**src/rtl/shift_arb.sv**
```systemverilog
// Arbitrates N_REQ requesters onto one shared 64-bit right shifter with per-requester response slots.
// Define SHIFT_ARB_RR_EN for round-robin arbitration; otherwise fixed priority, lowest index wins.
module shift_arb #(
    parameter int N_REQ = 4
) (
    input  logic                  clk_i,
    input  logic                  rst_n_i,
    input  logic [N_REQ-1:0]      req_valid_i,
    output logic [N_REQ-1:0]      req_ready_o,
    input  logic [N_REQ-1:0]      req_arith_i,
    input  logic [N_REQ*6-1:0]    req_shamt_i,
    input  logic [N_REQ*64-1:0]   req_data_i,
    output logic [N_REQ-1:0]      rsp_valid_o,
    input  logic [N_REQ-1:0]      rsp_ready_i,
    output logic [N_REQ*64-1:0]   rsp_data_o,
    output logic                  sh_init_o,
    output logic                  sh_arith_o,
    output logic [63:0]           sh_shift_o,
    output logic [63:0]           sh_data_o,
    input  logic                  sh_done_i,
    input  logic [63:0]           sh_data_i,
    output logic                  busy_o
);
    localparam int IDX_W = (N_REQ > 1) ? $clog2(N_REQ) : 1;

    localparam logic [1:0] ST_IDLE  = 2'd0;
    localparam logic [1:0] ST_ISSUE = 2'd1;
    localparam logic [1:0] ST_WAIT  = 2'd2;

    logic [1:0]       state_r;
    logic [1:0]       state_nxt_s;
    logic [IDX_W-1:0] owner_r;
    logic [IDX_W-1:0] win_s;
    logic [IDX_W-1:0] ptr_s;
    logic [N_REQ-1:0] elig_s;
    logic [N_REQ-1:0] grant_s;
    logic [N_REQ-1:0] rsp_valid_r;
    logic             found_s;
    logic             accept_s;
    logic             done_s;
    logic             sh_arith_r;
    logic [63:0]      sh_shift_r;
    logic [63:0]      sh_data_r;
    logic [63:0]      rsp_data_r [N_REQ];

    // Shift amount 0 maps to an all-zero select so the unit passes data through.
    function automatic logic [63:0] decode_shamt(input logic [5:0] shamt);
        logic [63:0] onehot;
        if (shamt == 6'd0) begin
            onehot = 64'h0;
        end else begin
            onehot = 64'h1 << shamt;
        end
        return onehot;
    endfunction

    assign elig_s   = req_valid_i & ~rsp_valid_r;
    assign accept_s = found_s && (state_r == ST_IDLE);
    assign done_s   = (state_r == ST_WAIT) && sh_done_i;

`ifdef SHIFT_ARB_RR_EN
    logic [IDX_W-1:0] ptr_r;

    // Round-robin pointer moves one past each winner.
    always_ff @(posedge clk_i or negedge rst_n_i) begin
        if (!rst_n_i) begin
            ptr_r <= {IDX_W{1'b0}};
        end else if (accept_s) begin
            ptr_r <= (win_s == IDX_W'(N_REQ - 1)) ? {IDX_W{1'b0}} : win_s + 1'b1;
        end else begin
            ptr_r <= ptr_r;
        end
    end

    assign ptr_s = ptr_r;
`else
    assign ptr_s = {IDX_W{1'b0}};
`endif

    // Scan eligible requesters starting at the search pointer; first hit wins.
    always_comb begin
        found_s = 1'b0;
        win_s   = {IDX_W{1'b0}};
        grant_s = {N_REQ{1'b0}};
        for (int i = 0; i < N_REQ; i++) begin
            if (!found_s && elig_s[(int'(ptr_s) + i) % N_REQ]) begin
                found_s = 1'b1;
                win_s   = IDX_W'((int'(ptr_s) + i) % N_REQ);
            end else begin
                found_s = found_s;
            end
        end
        if (accept_s) begin
            grant_s[win_s] = 1'b1;
        end else begin
            grant_s = {N_REQ{1'b0}};
        end
    end

    // Next-state logic for the issue sequencer.
    always_comb begin
        state_nxt_s = state_r;
        case (state_r)
            ST_IDLE: begin
                if (accept_s) state_nxt_s = ST_ISSUE;
                else          state_nxt_s = ST_IDLE;
            end
            ST_ISSUE: state_nxt_s = ST_WAIT;
            ST_WAIT: begin
                if (sh_done_i) state_nxt_s = ST_IDLE;
                else           state_nxt_s = ST_WAIT;
            end
            default: state_nxt_s = ST_IDLE;
        endcase
    end

    // State register.
    always_ff @(posedge clk_i or negedge rst_n_i) begin
        if (!rst_n_i) state_r <= ST_IDLE;
        else          state_r <= state_nxt_s;
    end

    // Latch the winner's operands on accept; zero them once the op completes.
    always_ff @(posedge clk_i or negedge rst_n_i) begin
        if (!rst_n_i) begin
            owner_r    <= {IDX_W{1'b0}};
            sh_arith_r <= 1'b0;
            sh_shift_r <= 64'h0;
            sh_data_r  <= 64'h0;
        end else if (accept_s) begin
            owner_r    <= win_s;
            sh_arith_r <= req_arith_i[win_s];
            sh_shift_r <= decode_shamt(req_shamt_i[int'(win_s)*6 +: 6]);
            sh_data_r  <= req_data_i[int'(win_s)*64 +: 64];
        end else if (done_s) begin
            owner_r    <= owner_r;
            sh_arith_r <= 1'b0;
            sh_shift_r <= 64'h0;
            sh_data_r  <= 64'h0;
        end else begin
            owner_r    <= owner_r;
            sh_arith_r <= sh_arith_r;
            sh_shift_r <= sh_shift_r;
            sh_data_r  <= sh_data_r;
        end
    end

    // Response slots: filled on done for the owner, emptied when the requester takes the result.
    always_ff @(posedge clk_i or negedge rst_n_i) begin
        if (!rst_n_i) begin
            rsp_valid_r <= {N_REQ{1'b0}};
            for (int k = 0; k < N_REQ; k++) rsp_data_r[k] <= 64'h0;
        end else begin
            for (int k = 0; k < N_REQ; k++) begin
                if (done_s && (owner_r == IDX_W'(k))) begin
                    rsp_valid_r[k] <= 1'b1;
                    rsp_data_r[k]  <= sh_data_i;
                end else if (rsp_ready_i[k]) begin
                    rsp_valid_r[k] <= 1'b0;
                    rsp_data_r[k]  <= rsp_data_r[k];
                end else begin
                    rsp_valid_r[k] <= rsp_valid_r[k];
                    rsp_data_r[k]  <= rsp_data_r[k];
                end
            end
        end
    end

    for (genvar g = 0; g < N_REQ; g++) begin : g_rsp
        assign rsp_data_o[g*64 +: 64] = rsp_data_r[g];
    end

    // The grant is combinational, so it is masked during reset to keep outputs quiet.
    assign req_ready_o = grant_s & {N_REQ{rst_n_i}};
    assign rsp_valid_o = rsp_valid_r;
    assign sh_init_o   = (state_r == ST_ISSUE);
    assign sh_arith_o  = sh_arith_r;
    assign sh_shift_o  = sh_shift_r;
    assign sh_data_o   = sh_data_r;
    assign busy_o      = (state_r != ST_IDLE);

endmodule
```
**config.mk**
```make
export PLATFORM = sky130hd
export DESIGN_NAME = shift_arb
export DESIGN_NICKNAME = d
export VERILOG_FILES = /design/src/rtl/shift_arb.sv
export SDC_FILE = /design/constraint.sdc
export NUM_CORES = 1
export LEC_CHECK = 0
export BUFFER_PORTS_ARGS = -buffer_cell sky130_fd_sc_hd__buf_2
export CORE_AREA = 2 2 294 296
export DETAILED_ROUTE_END_ITERATION = 16
export DIE_AREA = 0 0 296 298
export PLACE_DENSITY = 0.53
export SLEW_MARGIN = 25
export SYNTH_ARGS = -nofsm -noshare
export SYNTH_HDL_FRONTEND = slang
export SYNTH_SLANG_ARGS = --single-unit
```
**constraint.sdc**
```tcl
create_clock -name clk_i -period 2.1 [get_ports clk_i]
set_input_delay 0.42 -clock clk_i [delete_from_list [all_inputs] [get_ports clk_i]]
set_output_delay 0.42 -clock clk_i [all_outputs]
set_load 0.1 [all_outputs]
```
# Yosys cells after proc, flatten, opt, wreduce, memory -nomap -nowiden
# Cells that the tools add are included.
# W data, S select, Z words.
# classes
bitwise	3
shift	3
reduce_logical	22
n_addsub	0
n_div	0
muxes	29
magnitude_cmp	2
n_eq_ne	5
mul	1
# ops
operator	n
$mux W64	4
$shiftx A256 B9 Y64	1
$shl A1 B6 Y64 const A	1
$shiftx A24 B6 Y6	1
$mux W1	18
$reduce_bool A2 Y1	6
$logic_and A1 B1 Y1	10
$and A4 B4 Y4	2
$eq A2 B2 Y1 const B	3
$logic_not A6 Y1	1
$mux W2	3
$pmux W2 S3	1
$eq A2 B1 Y1 const B	2
$logic_not A2 Y1	2
$mul A2 B2 Y4 const B	1
$mux W4	1
$not A4 Y4	1
$logic_not A1 Y1	3
$lt A2 B3 Y1 const B	1
$bmux W1 S2	1
$demux W1 S2	1
$ge A2 B1 Y1 const B	1
# word_totals
memories	0
register_bits	393
latchBits	0
word_cells	78
ram_bits	0
input_bits	359
mem_bits_ro	0

# Logic depth before layout (Yosys ltp)
# Gate-level depths: netlist of run 1.
# depth
ltp_word	18
ltp_mapped	9

# Worst setup path after synthesis of run 1
# OpenSTA, ideal clock, no wires.
# synth_path
path_kind	register to output
startpoint	register rsp_valid_r[0], in the netlist rsp_valid_o[0]
endpoint	output port req_ready_o[1]
slack_ps	-1685
required_ps	1680
path_stages_with_launch	4
t_arrival_ps	3365
cell_sequence	dfrtp_1 nor2b_4 buf_6 nor3_1
# synth_between
elab_chain_len	18
# synth_rtl
element	line	rtl
from (decl)	37	logic [N_REQ-1:0] rsp_valid_r;
from (signal assigned)	151	rsp_valid_r <= {N_REQ{1'b0}};
from (signal, indexed assignment)	162	rsp_valid_r[k] <= rsp_valid_r[k];
$not A4 Y4 (*)	57	assign elig_s = req_valid_i & ~rsp_valid_r;
$and A4 B4 Y4 (*)	57	
$mux W1 (*)	86	if (!found_s && elig_s[(int'(ptr_s) + i) % N_REQ]) begin
$logic_not A1 Y1	86	
$logic_and A1 B1 Y1	86	
$mux W1	86	
$logic_not A1 Y1	86	
$logic_and A1 B1 Y1	86	
[2 not listed]	-	
$logic_and A1 B1 Y1	86	
$mux W2	86	
$lt A2 B3 Y1 (not written as such) / $ge A2 B1 Y1 (equally long branches)	94	grant_s[win_s] = 1'b1;
$logic_and A1 B1 Y1 (not written as such)	94	
$mux W1 (not written as such)	94	
$demux W1 S2	94	
$mux W4 (*)	93	if (accept_s) begin
$and A4 B4 Y4 (*)	174	assign req_ready_o = grant_s & {N_REQ{rst_n_i}};
to (decl)	9	output logic [N_REQ-1:0] req_ready_o,
# Every way passes the cells marked *; elsewhere a longest branch is shown, timed or not.

# Final worst setup path of run 1
# layout_path
startpoint	register rsp_valid_r[3], in the netlist rsp_valid_o[3]
endpoint	output port req_ready_o[3]
# layout_between
elab_chain_len	10
# layout_rtl
element	line
$not A4 Y4 (*)	57
$and A4 B4 Y4 (*)	57
$logic_and A1 B1 Y1 (*)	86
$mux W2	86
$lt A2 B3 Y1 (not written as such) / $ge A2 B1 Y1 (equally long branches)	94
$logic_and A1 B1 Y1 (not written as such)	94
$mux W1 (not written as such)	94
$demux W1 S2	94
$mux W4 (*)	93
$and A4 B4 Y4 (*)	174
# Marks and branches as above.

==> results of run 1 <==
-- cell type report --
cell class	instances	area, µm²	share of cell area (%)
clock buffer	68	1420	5.27
clock inverter	22	262	0.971
antenna	10	25.0	0.0929
tap	1144	1430	5.31
multi-input combinational	807	7350	27.3
timing repair buffer	996	6580	24.4
sequential	393	9850	36.6
inverter	6	22.5	0.0836
-- cells in the final DEF (no fill, tap or decap), types with 5 or more instances in the layout --
master	count
mux2_1	7
buf_8	9
clkbuf_1	8
o221ai_1	65
a22oi_2	5
a211oi_1	12
a211oi_4	8
mux2_2	250
clkinv_2	9
buf_6	51
buf_2	745
a21oi_1	7
nand3_2	7
o21ai_2	30
o21ai_1	70
nor2_4	7
dfrtp_1	389
nor2b_4	6
a211oi_2	50
buf_12	43
clkbuf_16	56
inv_1	6
nand3_4	10
nor2b_1	63
a32o_1	24
diode_2	10
o21ai_0	12
clkbuf_8	10
nand2_1	103
buf_4	135
a21oi_4	5
-- per-layer routing --
layer	part of all wire, %	wire length (µm)	track usage (%)	up-vias
li1	-	-	-	6722
met1	40	27600	17.5	7618
met2	49	33500	24.4	671
met3	8.1	5620	4.24	114
met4	3.2	2200	5.10	4
met5	0.043	30	0	-
-- critical path, delay by kind of cell (launching register included) --
family | cells | cell delay [ns]
flops | 1 | 0.47
simple gates | 3 | 0.56
buf+inv | 2 | 0.33
-- cells by family (layout without fill, tap and decap cells) --
logic type,after synthesis,count (layout)
DFF,393,393
AOI/OAI and AO/OA,316,316
muxes,257,257
and+or+nand+nor,234,234
buffers and inverters,101,1092
other,0,10
-- final timing paths --
kind                                 from               to  slack [ns]
max reg2reg                rsp_valid_o[3]   sh_shift_o[59]       -0.19
min reg2reg                 sh_data_o[32]    sh_data_o[32]        0.48
max                        rsp_valid_o[3]   req_ready_o[3]       -0.26
max in group asynchronous         rst_n_i    sh_data_o[23]        0.64
min in group asynchronous         rst_n_i  rsp_data_o[130]        0.46
min                        rsp_ready_i[3]   rsp_valid_o[3]        0.06
-- per-stage QoR --
stage | utilization, % | setup TNS (ns) | cell area, µm²
finish | 31.7 | -8.14 | 26900
global route | 31.7 | -15.66 | 26900
CTS | 30.5 | -6.70 | 25900
detailed placement | 27.5 | -14.40 | 23300
global placement | 27.5 | -12.82 | 23300
floorplan | - | -9.80 | 16900
-- sequential cells by signal, indices dropped and copies added (netlist names) --
signal	count
rsp_valid_o	4
state_r	2
sh_shift_o	64
owner_r	2
sh_data_o	64
sh_arith_o	1
rsp_data_o	256
-- what timing repair did --
action,in CTS,in global routing
buffers inserted,46,34
hold buffers,3,0
cloned,2,7
setup endpoints to repair,113,150
pin swaps,49,82
resized for setup,126,177
endpoints found under the hold margin,24,0
==> qor.yml, run 1 <==
maxSlewHeadroom_pct: 45.1
crit_path_top_delay_cell: "dfrtp_4"
globalplace.congestion: 0.898
port_buffers: 753
wl_per_cell_um: 20.0
pre_cts_slack_ns: -0.366
critPathMaxStageDelay_ns: 0.47
start_util_pct: 19.8
reg2regPathDepth: 11
syn-num-nets: 1660
postSynthAreaPerCell_um2: 12.9
row_count: 107
rsz0062_at_grt: "true"
yosysMostFrequentCell: "dfrtp_1"
h-tree-depth: 2
grt_pass1_wl_um: 97500
synth_top_area_share_pct: 58.6
synth_fa_ha_area_share_pct: 0
finalCritPeriodShare_pct: 113
synth_cells: 1301
hp-class: "in -> reg"
nets: 2612
final_max_slew_viol_count: 0
final-setup-viol-count: 88
worstMarginPinSlew_ns: 0.824
cts.clk_slew.worst_paths_ns: 0.06
critPathArrivalTime_ns: 1.94
setup_ws_ns: -0.263
die_area_mm2: 0.0882
max_cap_viol_count: 0
crit_path_cell_trace: "nand2b_4 > nor4_4 > buf_12 > nor2b_4 > buf_12"
synth_area_mm2: 0.0168
critPathLaunchType: "flip-flop"
synth_compound_area_share_pct: 13.8
cts_tree: "done"
synth-simple-area-share_pct: 7.45
ys_top_cells_by_area: "dfrtp_1 59%, mux2_2 17%, o221ai_1 3.4%"
drive_gt1_share_pct: 65.1
synth_common_cells: "393 x dfrtp_1, 250 x mux2_2, 106 x nand2_1"
fmax_mhz: 423
crit_type: "reg -> out"
cts-buffers-inserted: 49
die_h_um: 298
ys_async_sr_fraction_pct: 100
endpoint_kind: "output pin"
violations: "negative setup slack"
worstHoldPathCells: 2
synth_top_family_by_area: "multiplexers"
cts.path.max_buffers: 3
io-pin-count: 754
vias: 15100
nFillCells: 8776
grt_pass1_vias: 15200
ant_nets: 0
die_w_um: 296
hold_viol: 0
vias_per_cell: 4.39
synth_largest_area_cell: "dfrtp_1"
cp_max_fo: 3
drc: 0
numClockSinks: 393
clk_latency_ns: 0.58
antenna_found_initial: 11
core_area_mm2: 0.0849
status: "finished with violations"
synth_xor_area_share_pct: 0
synth.distinct_cells: 57
dp_cells: 3263
stdcell_count: 3446
synth_seq_cells: 393
routed_wl_um: 69000
yosysSeqAreaShare_pct: 58.6
first_pass_iters: 5
synth_ff_type: "dfrtp_1"
timing.critical_path.mode_cell: "buf_12"
synthMuxAreaShare_pct: 17.2
grt_usage_pct: 14.5
gr-total-overflow: 0
syn_to_final_growth_pct: 60.6
dpl.hpwl_um: 50500
critical_path_required_ns: 1.68
whs_ns: 0.0609
drt-initial-drc-count: 704
clockRootBuffer: "clkbuf_16"
fin_crit_ns: 2.36
synth_edf_count: 0
finalClockSkew_ns: 0.0144
grt_max_degree: 149
ys_warn_count: 0
Power of run 1 is not shown: default switching activity piles up to over one toggle a cycle in this logic, so the estimate is an artifact.
==> inputs of run 2 (changes only) <==
Settings changed: ABC_AREA from default to 1, CORE_AREA 2 2 294 296 to 2 2 295 297, DIE_AREA 0 0 296 298 to 0 0 297 299, SKIP_LAST_GASP from default to 1, SLEW_MARGIN 25 to 5.
==> run 2 against run 1 <==
Effect of this change: the flow still finishes with violations (negative setup slack); count of clock-buffer cells in the layout fell by 3; global-route usage rose by 0.23 points; non-clock buffer count fell by 146; via count rose by 9.3%; clock skew rose by 0.0090 ns; final cell count rose by 14%; maximum frequency fell by 9.3%; synthesized cell count rose by 52%; sequential share of layout area rose by 3.5 points; setup slack got worse by 0.24 ns; sequential cell count did not move; highest routed layer is now met4.
==> qor.yml, run 2 <==
status: "finished with violations"
violations: "negative setup slack"
row_count: 108  # +0.93%
critPathLaunchType: "flip-flop"
die_h_um: 299  # +0.34%
grt_usage_pct: 14.7  # +0.23 points
mostFrequentLayoutCells: "747 x buf_2, 736 x nand2_1, 389 x dfrtp_1, 264 x o21ai_0, 153 x nand3_1"
io-pin-count: 754  # unchanged
yosysSeqAreaShare_pct: 58.0  # -0.65 points
drive_gt1_share_pct: 35.6  # -30 points
critical_path_required_ns: 1.68  # about the same
postSynthAreaPerCell_um2: 8.60  # -33%
grt_pass1_vias: 15800  # +3.7%
nFillCells: 9406  # +7.2%
synth_seq_cells: 393  # unchanged
hold_start: "rsp_ready_i[1]"
hp-class: "in -> reg"
whs_ns: 0.0349  # -0.0260 ns
yosysMostFrequentCell: "nand2_1"
maxSlewHeadroom_pct: 37.3  # -7.7 points
vias_per_cell: 4.21  # -4.2%
setup_ws_ns: -0.505  # -0.242 ns
die_area_mm2: 0.0888  # +0.67%
ys_warn_count: 0  # unchanged
finalCritPeriodShare_pct: 124  # +12 points
dpl.hpwl_um: 50400  # -0.30%
ys_top_cells_by_area: "dfrtp_1 58%, nand2_1 16%, o21ai_0 7.8%"
pre_cts_slack_ns: -0.0953  # +0.271 ns
wl_per_cell_um: 17.4  # -13%
synth_edf_count: 0  # unchanged
fin_area_mm2: 0.0246  # -8.7%
hold_viol: 0  # unchanged
drc: 0  # unchanged
ys_async_sr_fraction_pct: 100  # unchanged
crit_type: "reg -> out"
finalClockSkew_ns: 0.0234  # +0.00902 ns
clockRootBuffer: "clkbuf_16"
cts-buffers-inserted: 47  # -4.1%
nets: 3087  # +18%
cts_tree: "done"
h-tree-depth: 2  # unchanged
start_util_pct: 19.7  # -0.026 points
synth_largest_area_cell: "dfrtp_1"
grt_pass1_wl_um: 101000  # +3.7%
die_w_um: 297  # +0.34%
largest_reg_flops: 256  # unchanged
grt_max_degree: 150  # +0.67%
endpoint_kind: "output pin"
worstMarginPinSlew_ns: 0.940  # +0.116 ns
placed_cell_area_mm2: 0.0226  # -3.1%
port_buffers: 753  # unchanged
fin_crit_ns: 2.60  # +0.242 ns
rr_endpoint: "sh_shift_o[5]"
numClockSinks: 393  # unchanged
first_pass_iters: 5  # unchanged
syn_to_final_growth_pct: 44.9
fmax_mhz: 384  # -9.3%
mostFrequentLayoutCell: "buf_2"
synth.distinct_cells: 29  # -49%
synth_area_mm2: 0.0170  # +1.1%
rsz0062_at_grt: "true"
dp_cells: 3812  # +17%
reg2reg_setup_slack_ns: -0.14  # +0.05 ns
ant_nets: 0  # unchanged
gr-total-overflow: 0  # unchanged
final-setup-viol-count: 65  # -26%
r2r_start: "rsp_valid_o[3]"
synth_cells: 1972  # +52%
reg2regPathDepth: 12  # +1
synth_ff_type: "dfrtp_1"
core_area_mm2: 0.0859  # +1.3%
synth_top_area_share_pct: 58.0  # -0.65 points
syn-num-nets: 2331  # +40%
vias: 16500  # +9.3%
final_max_slew_viol_count: 0  # unchanged
routed_wl_um: 68400  # -0.79%
clk_latency_ns: 0.59  # about the same
drt-initial-drc-count: 1241  # +76%
critPathArrivalTime_ns: 2.18  # +0.24 ns
holdPathEnd: "rsp_valid_o[1]"
max_cap_viol_count: 0  # unchanged
cp_max_fo: 10  # +7
stdcell_count: 3930  # +14%
multiInputGateArea_mm2: 0.00627  # -15%
synth_common_cells: "743 x nand2_1, 393 x dfrtp_1, 265 x o21ai_0"
worstHoldPathCells: 2  # unchanged
antenna_found_initial: 11  # unchanged
cts.clk_slew.worst_paths_ns: 0.06  # about the same
globalplace.congestion: 0.901  # +0.24%
cts.path.max_buffers: 3  # unchanged
regArea_mm2: 0.00985  # about the same
[run 2: what timing repair did]
action,CTS,global route
pin swaps,15,17
hold buffers,4,1
cloned,1,2
resized for setup,18,15
endpoints found under the hold margin,67,6
setup endpoints to repair,54,83
buffers inserted,8,7
[run 2: critical path, cell delays in order (launching register included)]
cell	delay, ns
dfrtp_4	0.48
inv_4	0.08
nand2_8	0.06
nand2_4	0.09
inv_2	0.04
nand2_4	0.07
nand2_4	0.08
buf_12	0.16
nor3_4	0.22
buf_12	0.15
buf_12	0.17
[run 2: final cells by class]
type	instances	area share [%]
repair buffers	850	20.5
flip-flops and latches	393	40.0
inverters	100	1.62
clock inverters	20	1.03
clock buffers	65	5.30
well taps	1155	5.88
multi-input cells	1336	25.5
diodes	11	0.112
[run 2: metal layers]
layer	track usage (%)	share of wire, %
met1	19.4	43
met4	6.00	3.6
met5	0	0
met2	23.1	46
met3	3.48	7.2
[run 2: stage by stage]
step | setup TNS (ns) | util, %
global route | -11.81 | 28.6
global placement | -2.53 | 26.3
finish | -4.97 | 28.6
detailed placement | -3.03 | 26.3
CTS | -2.00 | 28.4
floorplan | -1.33 | -
[run 2: worst max path at each step]
stage / startpoint / endpoint / slack [ns] / cells after the start
global placement: req_valid_i[3] / sh_shift_o[59] / -0.09 / 11
CTS: rsp_valid_o[0] / req_ready_o[0] / -0.56 / 10
floorplan: rsp_valid_o[1] / req_ready_o[0] / -0.56 / 10
finish: rsp_valid_o[0] / req_ready_o[0] / -0.50 / 10
global route: rsp_valid_o[0] / req_ready_o[0] / -0.60 / 10
detailed placement: req_valid_i[3] / sh_shift_o[62] / -0.1 / 11
[run 2: logic make-up (layout without fill, tap and decap cells)]
family                 count (synthesis)  in the layout  share of synthesized area (%)
AOI/OAI and AO/OA                    334            335                           10.4
buffers and inverters                244           1035                           6.24
DFF                                  393            393                           58.0
other                                  0             11                              0
and+or+nand+nor                     1001           1001                           25.4
Power of run 2 is left out for the same reason.
